File: src/rtl/carry_select_adder.sv
// carry_select_adder: parameterised carry-select adder with a registered result copy
module full_adder (
  input  logic x,
  input  logic y,
  input  logic c,
  output logic s,
  output logic cout
);
  assign s    = x ^ y ^ c;
  assign cout = (x & y) | (x & c) | (y & c);
endmodule

module carry_select_adder #(
  parameter int N   = 4,
  parameter int BLK = 2
) (
  input  logic         clk,
  input  logic         reset,
  input  logic [N-1:0] a,
  input  logic [N-1:0] b,
  input  logic         ci,
  output logic [N-1:0] sum,
  output logic         co,
  output logic [N-1:0] sum_q,
  output logic         co_q
);
  localparam int NB = (N + BLK - 1) / BLK;
  logic [NB:0]  bc;
  logic [N-1:0] sum_d;
  logic         co_d;
  assign bc[0] = ci;
  for (genvar k = 0; k < NB; k++) begin : g_blk
    localparam int LO = k * BLK;
    localparam int W  = (LO + BLK > N) ? N - LO : BLK;
    if (k == 0) begin : g_rc
      logic [W:0] c;
      assign c[0] = bc[0];
      for (genvar i = 0; i < W; i++) begin : g_fa
        full_adder u_fa (.x(a[LO+i]), .y(b[LO+i]), .c(c[i]), .s(sum[LO+i]), .cout(c[i+1]));
      end
      assign bc[1] = c[W];
    end else begin : g_cs
      // Both carry-in hypotheses ripple in parallel; the real carry only steers the muxes
      logic [W:0]   c0, c1;
      logic [W-1:0] s0, s1;
      assign c0[0] = 1'b0;
      assign c1[0] = 1'b1;
      for (genvar i = 0; i < W; i++) begin : g_fa
        full_adder u_fa0 (.x(a[LO+i]), .y(b[LO+i]), .c(c0[i]), .s(s0[i]), .cout(c0[i+1]));
        full_adder u_fa1 (.x(a[LO+i]), .y(b[LO+i]), .c(c1[i]), .s(s1[i]), .cout(c1[i+1]));
      end
      assign sum[LO+W-1:LO] = bc[k] ? s1 : s0;
      assign bc[k+1]        = bc[k] ? c1[W] : c0[W];
    end
  end
  assign co = bc[NB];
  always_comb begin
    sum_d = sum;
    co_d  = co;
  end
  always_ff @(posedge clk) begin
    if (reset) begin
      sum_q <= '0;
      co_q  <= 1'b0;
    end else begin
      sum_q <= sum_d;
      co_q  <= co_d;
    end
  end
endmodule

File: config.mk
export PLATFORM = sky130hd
export DESIGN_NAME = carry_select_adder
export DESIGN_NICKNAME = d
export VERILOG_FILES = /design/src/rtl/carry_select_adder.sv
export SDC_FILE = /design/constraint.sdc
export NUM_CORES = 1
export LEC_CHECK = 0
export ABC_AREA = 1
export BUFFER_PORTS_ARGS = -buffer_cell sky130_fd_sc_hd__buf_2
export CAP_MARGIN = 10
export CORE_MARGIN = 8
export CORE_UTILIZATION = 25
export DETAILED_ROUTE_END_ITERATION = 7
export GPL_ROUTABILITY_DRIVEN = 1
export PLACE_DENSITY_LB_ADDON = 0.1
export SLEW_MARGIN = 20
export SYNTH_ARGS = -nofsm -noshare
export SYNTH_HDL_FRONTEND = slang
export SYNTH_HIERARCHICAL = 1
export SYNTH_SLANG_ARGS = --single-unit
export TNS_END_PERCENT = 1
File: constraint.sdc
create_clock -name clk -period 2 [get_ports clk]
set_clock_uncertainty 0.1 [all_clocks]
set_input_delay 0.3 -clock clk [delete_from_list [all_inputs] [get_ports clk]]
set_output_delay 0.3 -clock clk [all_outputs]
set_load 0.02 [all_outputs]
==> impl_metrics.env, run 1 <==
export IMPL_tns_ns=0
export IMPL_clock_fmax_ghz=0.509
export IMPL_post_dp_cell_area_um2=469
export IMPL_num_fill_cells=141
export IMPL_dp_hpwl_um=705
export IMPL_synth_yosys_seq_area_share_pct=30.5
export IMPL_worstPathMaxFanout=4
export IMPL_synth_compound_area_share_pct=0
export IMPL_grt_max_degree=6
export IMPL_ir_worst_vdd_mv=0.184
export IMPL_rows=13
export IMPL_crit_end="co"
export IMPL_synthAdderAreaFrac_pct=36.6
export IMPL_cts_sinks=5
export IMPL_drive_above_1_share_pct=56.5
export IMPL_start_util_pct=25.8
export IMPL_die_h_um=52.2
export IMPL_ios=21
export IMPL_synthMuxAreaShare_pct=0
export IMPL_drtPass1Iterations=2
export IMPL_totalWireLength_um=772
export IMPL_ys_ff_latch=5
export IMPL_fin_util_pct=43.8
export IMPL_die_area_um2=2730
export IMPL_crit_start="ci"
export IMPL_nets=87
export IMPL_grt_pass1_vias=342
export IMPL_hold_path_class="in2reg"
export IMPL_critical_path_class="in2out"
export IMPL_yosys_area_share_simple_pct=16.8
export IMPL_io_buffers=20
export IMPL_area_growth_pct=69.5
export IMPL_ctsLongestPathBuffers=2
export IMPL_num_vias=316
export IMPL_critPathCaptureType="output port"
export IMPL_syn_inst=39
export IMPL_slew_viol_final=0
export IMPL_fin_area_um2=556
export IMPL_worst_hold_startpoint="reset"
export IMPL_avgRoutedWirePerCell_um=9.19
export IMPL_final_period_utilization_pct=98.3
export IMPL_grt_ovfl_total=0
export IMPL_cts_hold_buf=0
export IMPL_rsz0062_at_grt="yes"
export IMPL_grt_usage_pct=6.66
export IMPL_setup_viol=0
export IMPL_place_gp_congestion=0.597
export IMPL_remaining_drc_errors=0
export IMPL_vias_per_cell=3.76
export IMPL_synth_top_family_by_area="adder cells"
export IMPL_required_ns=1.60
export IMPL_avgSynthCellArea_um2=8.41
export IMPL_cts_tree="built"
export IMPL_grt_pass1_wl_um=1320
export IMPL_htree_levels=1
export IMPL_ant_nets=0
export IMPL_status="finished, final reports clean"
export IMPL_cts_root_buf="clkbuf_4"
export IMPL_n_antenna_cell=0
export IMPL_yosys_cell_types_count=8
export IMPL_cts_buffers=3
export IMPL_power_density_nw_per_um2=756
export IMPL_fin_crit_ns=1.97
export IMPL_coreArea_um2=1270
export IMPL_yosysWarnings=6
export IMPL_die_x_um=52.2
export IMPL_arrival_ns=1.57
export IMPL_power_uw=420
export IMPL_synth_area_um2=328
export IMPL_start_kind="input pin"
export IMPL_leakage_nw=0.318
export IMPL_drt_initial_drc_count=3
export IMPL_hold_viol=0
export IMPL_clk_pin_slew_worst_paths_ns=0.04
export IMPL_antenna_found_initial=0
export IMPL_cap_viol_max_count=0
export IMPL_synthXorXnorAreaFrac_pct=0
export IMPL_syn_nets=56
## worst max-delay path, stage by stage
cell and delay (ns):
buf_2 0.11, fa_2 0.38, fa_2 0.38, inv_2 0.08
nand2_1 0.06, nand2_2 0.06, inv_1 0.04, buf_2 0.15
## metrics by stage
step	hold WS [ns]	worst slack (ns)	cells
after floorplan	0.267	0.0756	39
after global placement	0.429	-0.162	77
after detailed placement	0.431	-0.180	77
after CTS	0.178	-0.0125	84
after global routing	0.172	-0.0289	84
final	0.180	0.0341	84
## state kept, by name, indices dropped and copies added (netlist names)
register / count
co_q: 1
sum_q: 4
## cells in the final DEF (no fill, tap or decap)
cell      synthesis  layout
buf_2             0      17
inv_1            11       9
nand2_1           9       7
buf_4             0       6
dfxtp_1           5       5
nor2_1            4       4
fa_2              0       4
inv_2             1       3
clkbuf_4          0       3
nand2_2           0       2
conb_1            2       2
fa_1              6       2
buf_6             0       2
nor2_2            1       1
clkbuf_1          0       1
buf_8             0       1
## cell families (layout without fill, tap and decap cells)
kind of cell	after synthesis	count (layout)
buf+inv	12	42
simple gates	14	14
fa+ha+maj	6	6
other cells	2	2
flops	5	5
## cell usage after synthesis, drive strengths merged
cell type,number,area [µm²]
fa,6,120
conb,2,7.51
nor2,5,21.3
dfxtp,5,100
inv,12,45.0
nand2,9,33.8
## layout make-up
| class | instances | area (µm²) | area share [%] |
|---|---|---|---|
| multi-input combinational | 22 | 198 | 35.6 |
| sequential | 5 | 100 | 18.0 |
| tap | 15 | 18.8 | 3.38 |
| timing repair buffer | 26 | 168 | 30.2 |
| clock buffer | 4 | 26.3 | 4.73 |
| inverter | 12 | 45.0 | 8.11 |
## metal layers
layer / vias to the layer above / GRT usage (%) / wire (µm)
met1: 142 / 6.22 / 253
met5: - / 0 / 0
li1: 160 / - / -
met4: 0 / 6.47 / 15
met2: 12 / 11.2 / 434
met3: 2 / 1.99 / 69
## power by group
part / internal [mW] / switching (mW)
Combinational: 0.0917 / 0.103
Clock: 0.0751 / 0.0370
Sequential: 0.112 / 0.00189
## how the worst min path moves through the flow
stage	end	cells after the start	slack, ns
after floorplan	sum_q[2]	1	0.27
after global placement	sum_q[2]	2	0.43
after detailed placement	sum_q[2]	2	0.43
after CTS	sum_q[2]	2	0.18
after global routing	sum_q[2]	2	0.17
final	sum_q[2]	2	0.18
## what timing repair did
action	4_1_cts	5_1_grt
endpoints found under the setup margin	4	3
pin swaps	7	2
setup buffers	3	0
resized for setup	9	6
No activity file was read; power rests on OpenSTA's default activity.
==> run 2, diff against run 1 <==
Settings changed: CTS_BUF_LIST set to sky130_fd_sc_hd__clkbuf_4 sky130_fd_sc_hd__clkbuf_8.
==> impl_metrics.env, run 2 (synthesis results as in run 1) <==
export IMPL_avgRoutedWirePerCell_um=9.27
export IMPL_ios=21
export IMPL_grt_usage_pct=6.66
export IMPL_rows=13
export IMPL_layout_common_cells="17 x buf_2, 9 x inv_1, 7 x nand2_1, 6 x buf_4, 5 x dfxtp_1"
export IMPL_remaining_drc_errors=0
export IMPL_drive_above_1_share_pct=58.0
export IMPL_antenna_found_initial=0
export IMPL_worst_hold_startpoint="reset"
export IMPL_fin_crit_ns=1.97
export IMPL_clk_pin_slew_worst_paths_ns=0.04
export IMPL_vias_per_cell=3.76
export IMPL_crit_start="ci"
export IMPL_dp_hpwl_um=705
export IMPL_n_antenna_cell=0
export IMPL_critPathCaptureType="output port"
export IMPL_final_common_cell="buf_2"
export IMPL_grt_pass1_vias=341
export IMPL_num_fill_cells=142
export IMPL_cts_tree="built"
export IMPL_start_kind="input pin"
export IMPL_die_h_um=52.2
export IMPL_largest_reg_flops=4
export IMPL_num_vias=316
export IMPL_grt_ovfl_total=0
export IMPL_slew_viol_final=0
export IMPL_place_gp_congestion=0.597
export IMPL_grt_pass1_wl_um=1320
export IMPL_required_ns=1.60
export IMPL_start_util_pct=25.8
export IMPL_die_area_um2=2730
export IMPL_tns_ns=0
export IMPL_grt_max_degree=6
export IMPL_worstPathMaxFanout=4
export IMPL_reg_top3="sum_q: 4 flops, co_q: 1 flops"
export IMPL_hold_path_class="in2reg"
export IMPL_coreArea_um2=1270
export IMPL_cts_root_buf="clkbuf_4"
export IMPL_critical_path_class="in2out"
export IMPL_cap_viol_max_count=0
export IMPL_cts_buffers=3
export IMPL_arrival_ns=1.57
export IMPL_hold_viol=0
export IMPL_htree_levels=1
export IMPL_fin_area_um2=559
export IMPL_status="finished, final reports clean"
export IMPL_io_buffers=20
export IMPL_ctsLongestPathBuffers=2
export IMPL_largest_register="sum_q"
export IMPL_drt_initial_drc_count=3
export IMPL_setup_viol=0
export IMPL_rsz0062_at_grt="yes"
export IMPL_power_density_nw_per_um2=779
export IMPL_nets=87
export IMPL_ir_worst_vdd_mv=0.184
export IMPL_cts_sinks=5
export IMPL_post_dp_cell_area_um2=469
export IMPL_leakage_nw=0.322
export IMPL_fin_util_pct=44.1
export IMPL_whs_endpoint="sum_q[2]"
export IMPL_cts_hold_buf=0
export IMPL_clock_fmax_ghz=0.509
export IMPL_final_period_utilization_pct=98.3
export IMPL_drtPass1Iterations=2
export IMPL_ant_nets=0
export IMPL_die_x_um=52.2
export IMPL_area_growth_pct=70.6
export IMPL_hold_path_depth=2
export IMPL_totalWireLength_um=779
run 2: cell counts in the layout (fill, tap and decap cells not counted):
No cell type changed its count.
run 2: how the worst max path moves through the flow:
stage	endpoint	slack (ns)	depth (start not counted)
after floorplan	sum[2]	0.08	6
after global placement	sum[3]	-0.16	8
after detailed placement	sum[2]	-0.18	8
after CTS	sum[3]	-0.01	8
after global routing	co	-0.03	8
final	co	0.03	8
run 2: per-stage QoR:
step / setup WS (ns) / instances / hold slack (ns) / total power, mW
3_3_place_gp: -0.162 / 77 / 0.429 / 0.274
4_1_cts: -0.0125 / 84 / 0.177 / 0.433
5_1_grt: -0.0289 / 84 / 0.172 / 0.475
2_1_floorplan: 0.0756 / 39 / 0.267 / 0.209
6_report: 0.0341 / 84 / 0.176 / 0.436
3_5_place_dp: -0.180 / 77 / 0.431 / 0.276
run 2: critical path, stage by stage:
cell	delay [ns]
buf_2	0.11
fa_2	0.38
fa_2	0.38
inv_2	0.08
nand2_1	0.06
nand2_2	0.06
inv_1	0.04
buf_2	0.15
run 2: area by class of cell:
class | instances | area (µm²) | share of cell area [%]
multi-input cells | 22 | 198 | 35.3
repair buffers | 26 | 168 | 30.0
flip-flops and latches | 5 | 100 | 17.9
inverters | 12 | 45.0 | 8.05
clock buffers | 4 | 30.0 | 5.37
well taps | 15 | 18.8 | 3.36
run 2: repair_timing:
action                                  in CTS  in global routing
endpoints found under the hold margin        0                  0
pin swaps                                    7                  2
endpoints found under the setup margin       4                  3
gates resized for setup                      9                  6
setup buffers                                3                  0
gates cloned                                 0                  0
run 2: power by group:
part	total [mW]	internal, mW	switching, mW
clock network	0.127	0.0888	0.0387
registers	0.114	0.112	0.00189
logic	0.194	0.0917	0.103
run 2: routing by layer:
layer / global-route usage, % / part of all wire [%] / up-vias
met5: 0 / 0 / -
met1: 6.22 / 34 / 142
met4: 6.47 / 1.9 / 0
met3: 1.99 / 8.9 / 2
li1: - / - / 160
met2: 11.2 / 55 / 12
==> run 3, diff against run 2 <==
Settings changed: ABC_AREA 1 to not set, CORE_AREA set to 8 8 45 47, CORE_MARGIN 8 to not set, CORE_UTILIZATION 25 to not set, DIE_AREA set to 0 0 53 55.
==> impl_metrics.env, run 3 <==
export IMPL_status="finished, violations left"
export IMPL_violations="setup timing"
export IMPL_synth_compound_area_share_pct=0
export IMPL_post_dp_cell_area_um2=435
export IMPL_grt_max_degree=6
export IMPL_worst_hold_startpoint="reset"
export IMPL_avgRoutedWirePerCell_um=11.0
export IMPL_power_uw=413
export IMPL_whs_endpoint="co_q"
export IMPL_drt_initial_drc_count=0
export IMPL_fin_crit_ns=2.02
export IMPL_layout_common_cells="15 x buf_2, 5 x dfxtp_1"
export IMPL_pre_cts_ws_ns=-0.270
export IMPL_synth_area_um2=308
export IMPL_die_area_um2=2920
export IMPL_vias_per_cell=3.84
export IMPL_power_density_nw_per_um2=791
export IMPL_num_vias=242
export IMPL_ir_worst_vdd_mv=0.177
export IMPL_antenna_found_initial=0
export IMPL_ctsLongestPathBuffers=2
export IMPL_multiInputGateArea_um2=221
export IMPL_synthTopCellsByArea="fa_1 39%, dfxtp_1 33%, mux2_4 9.8%"
export IMPL_yosysWarnings=6
export IMPL_grt_ovfl_total=0
export IMPL_syn_inst=21
export IMPL_final_common_cell="buf_2"
export IMPL_drive_above_1_share_pct=72.3
export IMPL_die_h_um=55
export IMPL_drtPass1Iterations=1
export IMPL_fin_ws_ns=-0.0235
export IMPL_io_buffers=20
export IMPL_clock_fmax_ghz=0.494
export IMPL_syn_nets=38
export IMPL_yosys_most_used_dff="dfxtp_1"
export IMPL_arrival_ns=1.62
export IMPL_synth_top_cell_area_share_pct=39.0
export IMPL_rows=14
export IMPL_ant_nets=0
export IMPL_avgSynthCellArea_um2=14.7
export IMPL_die_x_um=53
export IMPL_tns_ns=-0.0673
export IMPL_place_gp_congestion=0.619
export IMPL_hold_viol=0
export IMPL_yosys_cell_types_count=7
export IMPL_synth_largest_area_cell="fa_1"
export IMPL_ys_async_sr_fraction_pct=0
export IMPL_setup_viol=3
export IMPL_synthXorXnorAreaFrac_pct=0
export IMPL_htree_levels=1
export IMPL_grt_pass1_vias=285
export IMPL_place_inst=58
export IMPL_yosys_top_cells_count="6 x fa_1, 5 x dfxtp_1, 4 x nor2b_1, 2 x conb_1, 2 x mux2_4"
export IMPL_reg_top3="sum_q: 4 flops, co_q: 1 flops"
export IMPL_ios=21
export IMPL_remaining_drc_errors=0
export IMPL_final_cells=63
export IMPL_register_area_um2=100
export IMPL_leakage_nw=0.252
export IMPL_grt_usage_pct=5.27
export IMPL_rsz0062_at_grt="yes"
export IMPL_synthMuxAreaShare_pct=13.4
export IMPL_coreArea_um2=1380
export IMPL_start_util_pct=22.2
export IMPL_cts_buffers=3
export IMPL_n_antenna_cell=0
export IMPL_num_fill_cells=157
export IMPL_grt_pass1_wl_um=1060
export IMPL_cts_sinks=5
export IMPL_area_growth_pct=69.5
export IMPL_clk_pin_slew_worst_paths_ns=0.04
export IMPL_worstPathMaxFanout=2
export IMPL_totalWireLength_um=690
export IMPL_yosys_area_share_simple_pct=12.6
export IMPL_start_kind="input pin"
export IMPL_nets=65
export IMPL_largest_register="sum_q"
export IMPL_synth_yosys_seq_area_share_pct=32.5
export IMPL_cts_hold_buf=0
export IMPL_slew_viol_final=0
export IMPL_fin_area_um2=522
export IMPL_critPathCaptureType="output port"
export IMPL_hold_path_class="in2reg"
export IMPL_fin_util_pct=37.7
export IMPL_synth_top_family_by_area="adder cells"
export IMPL_cts_root_buf="clkbuf_4"
export IMPL_hold_path_depth=2
export IMPL_cap_viol_max_count=0
export IMPL_ys_ff_latch=5
export IMPL_final_period_utilization_pct=101
export IMPL_synth_most_common_cell="fa_1"
export IMPL_critical_path_class="in2out"
export IMPL_synth_edf_count=0
export IMPL_cts_tree="built"
export IMPL_hold_ws_ns=0.205
export IMPL_synthAdderAreaFrac_pct=39.0
export IMPL_largest_reg_flops=4
export IMPL_required_ns=1.60
## run 3: changes by cell type in the layout (fill, tap and decap cells not counted)
cell / before / now
nand2_2: 2 / 0
inv_1: 9 / 0
buf_2: 17 / 15
nor2_2: 1 / 0
nor2b_4: 0 / 1
nor2b_1: 0 / 4
buf_4: 6 / 2
nor2_1: 4 / 0
inv_2: 3 / 0
buf_6: 2 / 4
mux2_4: 0 / 3
nand2_1: 7 / 0
## run 3: where the power goes
part	total (mW)	switching (mW)	internal, mW
sequential	0.114	0.00211	0.112
combinational	0.172	0.0832	0.0885
clock	0.127	0.0384	0.0888
## run 3: worst max-delay path, cell delays in order
cell	delay, ns
buf_8	0.10
fa_2	0.38
fa_1	0.42
mux2_4	0.29
buf_6	0.13
## run 3: worst max-delay path by stage
stage	cells after the start	from	end
floorplan	3	ci	sum[2]
global placement	5	ci	sum[2]
detailed placement	5	ci	sum[2]
CTS	5	b[2]	sum[3]
global route	5	b[2]	sum[3]
finish	5	b[2]	sum[3]
## run 3: repair_timing
item | in CTS | in global routing
buffers inserted | 1 | 0
resized for setup | 15 | 0
endpoints found under the setup margin | 3 | 3
pin swaps | 6 | 0
## run 3: layout make-up
| class | count | area share, % |
|---|---|---|
| multi-input cells | 16 | 42.4 |
| repair buffers | 22 | 28.8 |
| flip-flops and latches | 5 | 19.2 |
| clock buffers | 4 | 5.76 |
| well taps | 16 | 3.84 |
## run 3: cells by family (layout without fill, tap and decap cells)
| group | after synthesis | after routing |
|---|---|---|
| buf+inv | 0 | 26 |
| other cells | 2 | 2 |
| flops | 5 | 5 |
| simple gates | 5 | 5 |
| fa+ha+maj | 6 | 6 |
| mux | 3 | 3 |
## run 3: routing by layer
layer / vias up / share of wire [%] / GRT usage (%)
met1: 113 / 28 / 3.24
met2: 13 / 55 / 9.57
met3: 2 / 16 / 2.94
met5: - / 0 / 0
met4: 0 / 1.2 / 6.47
li1: 114 / - / -
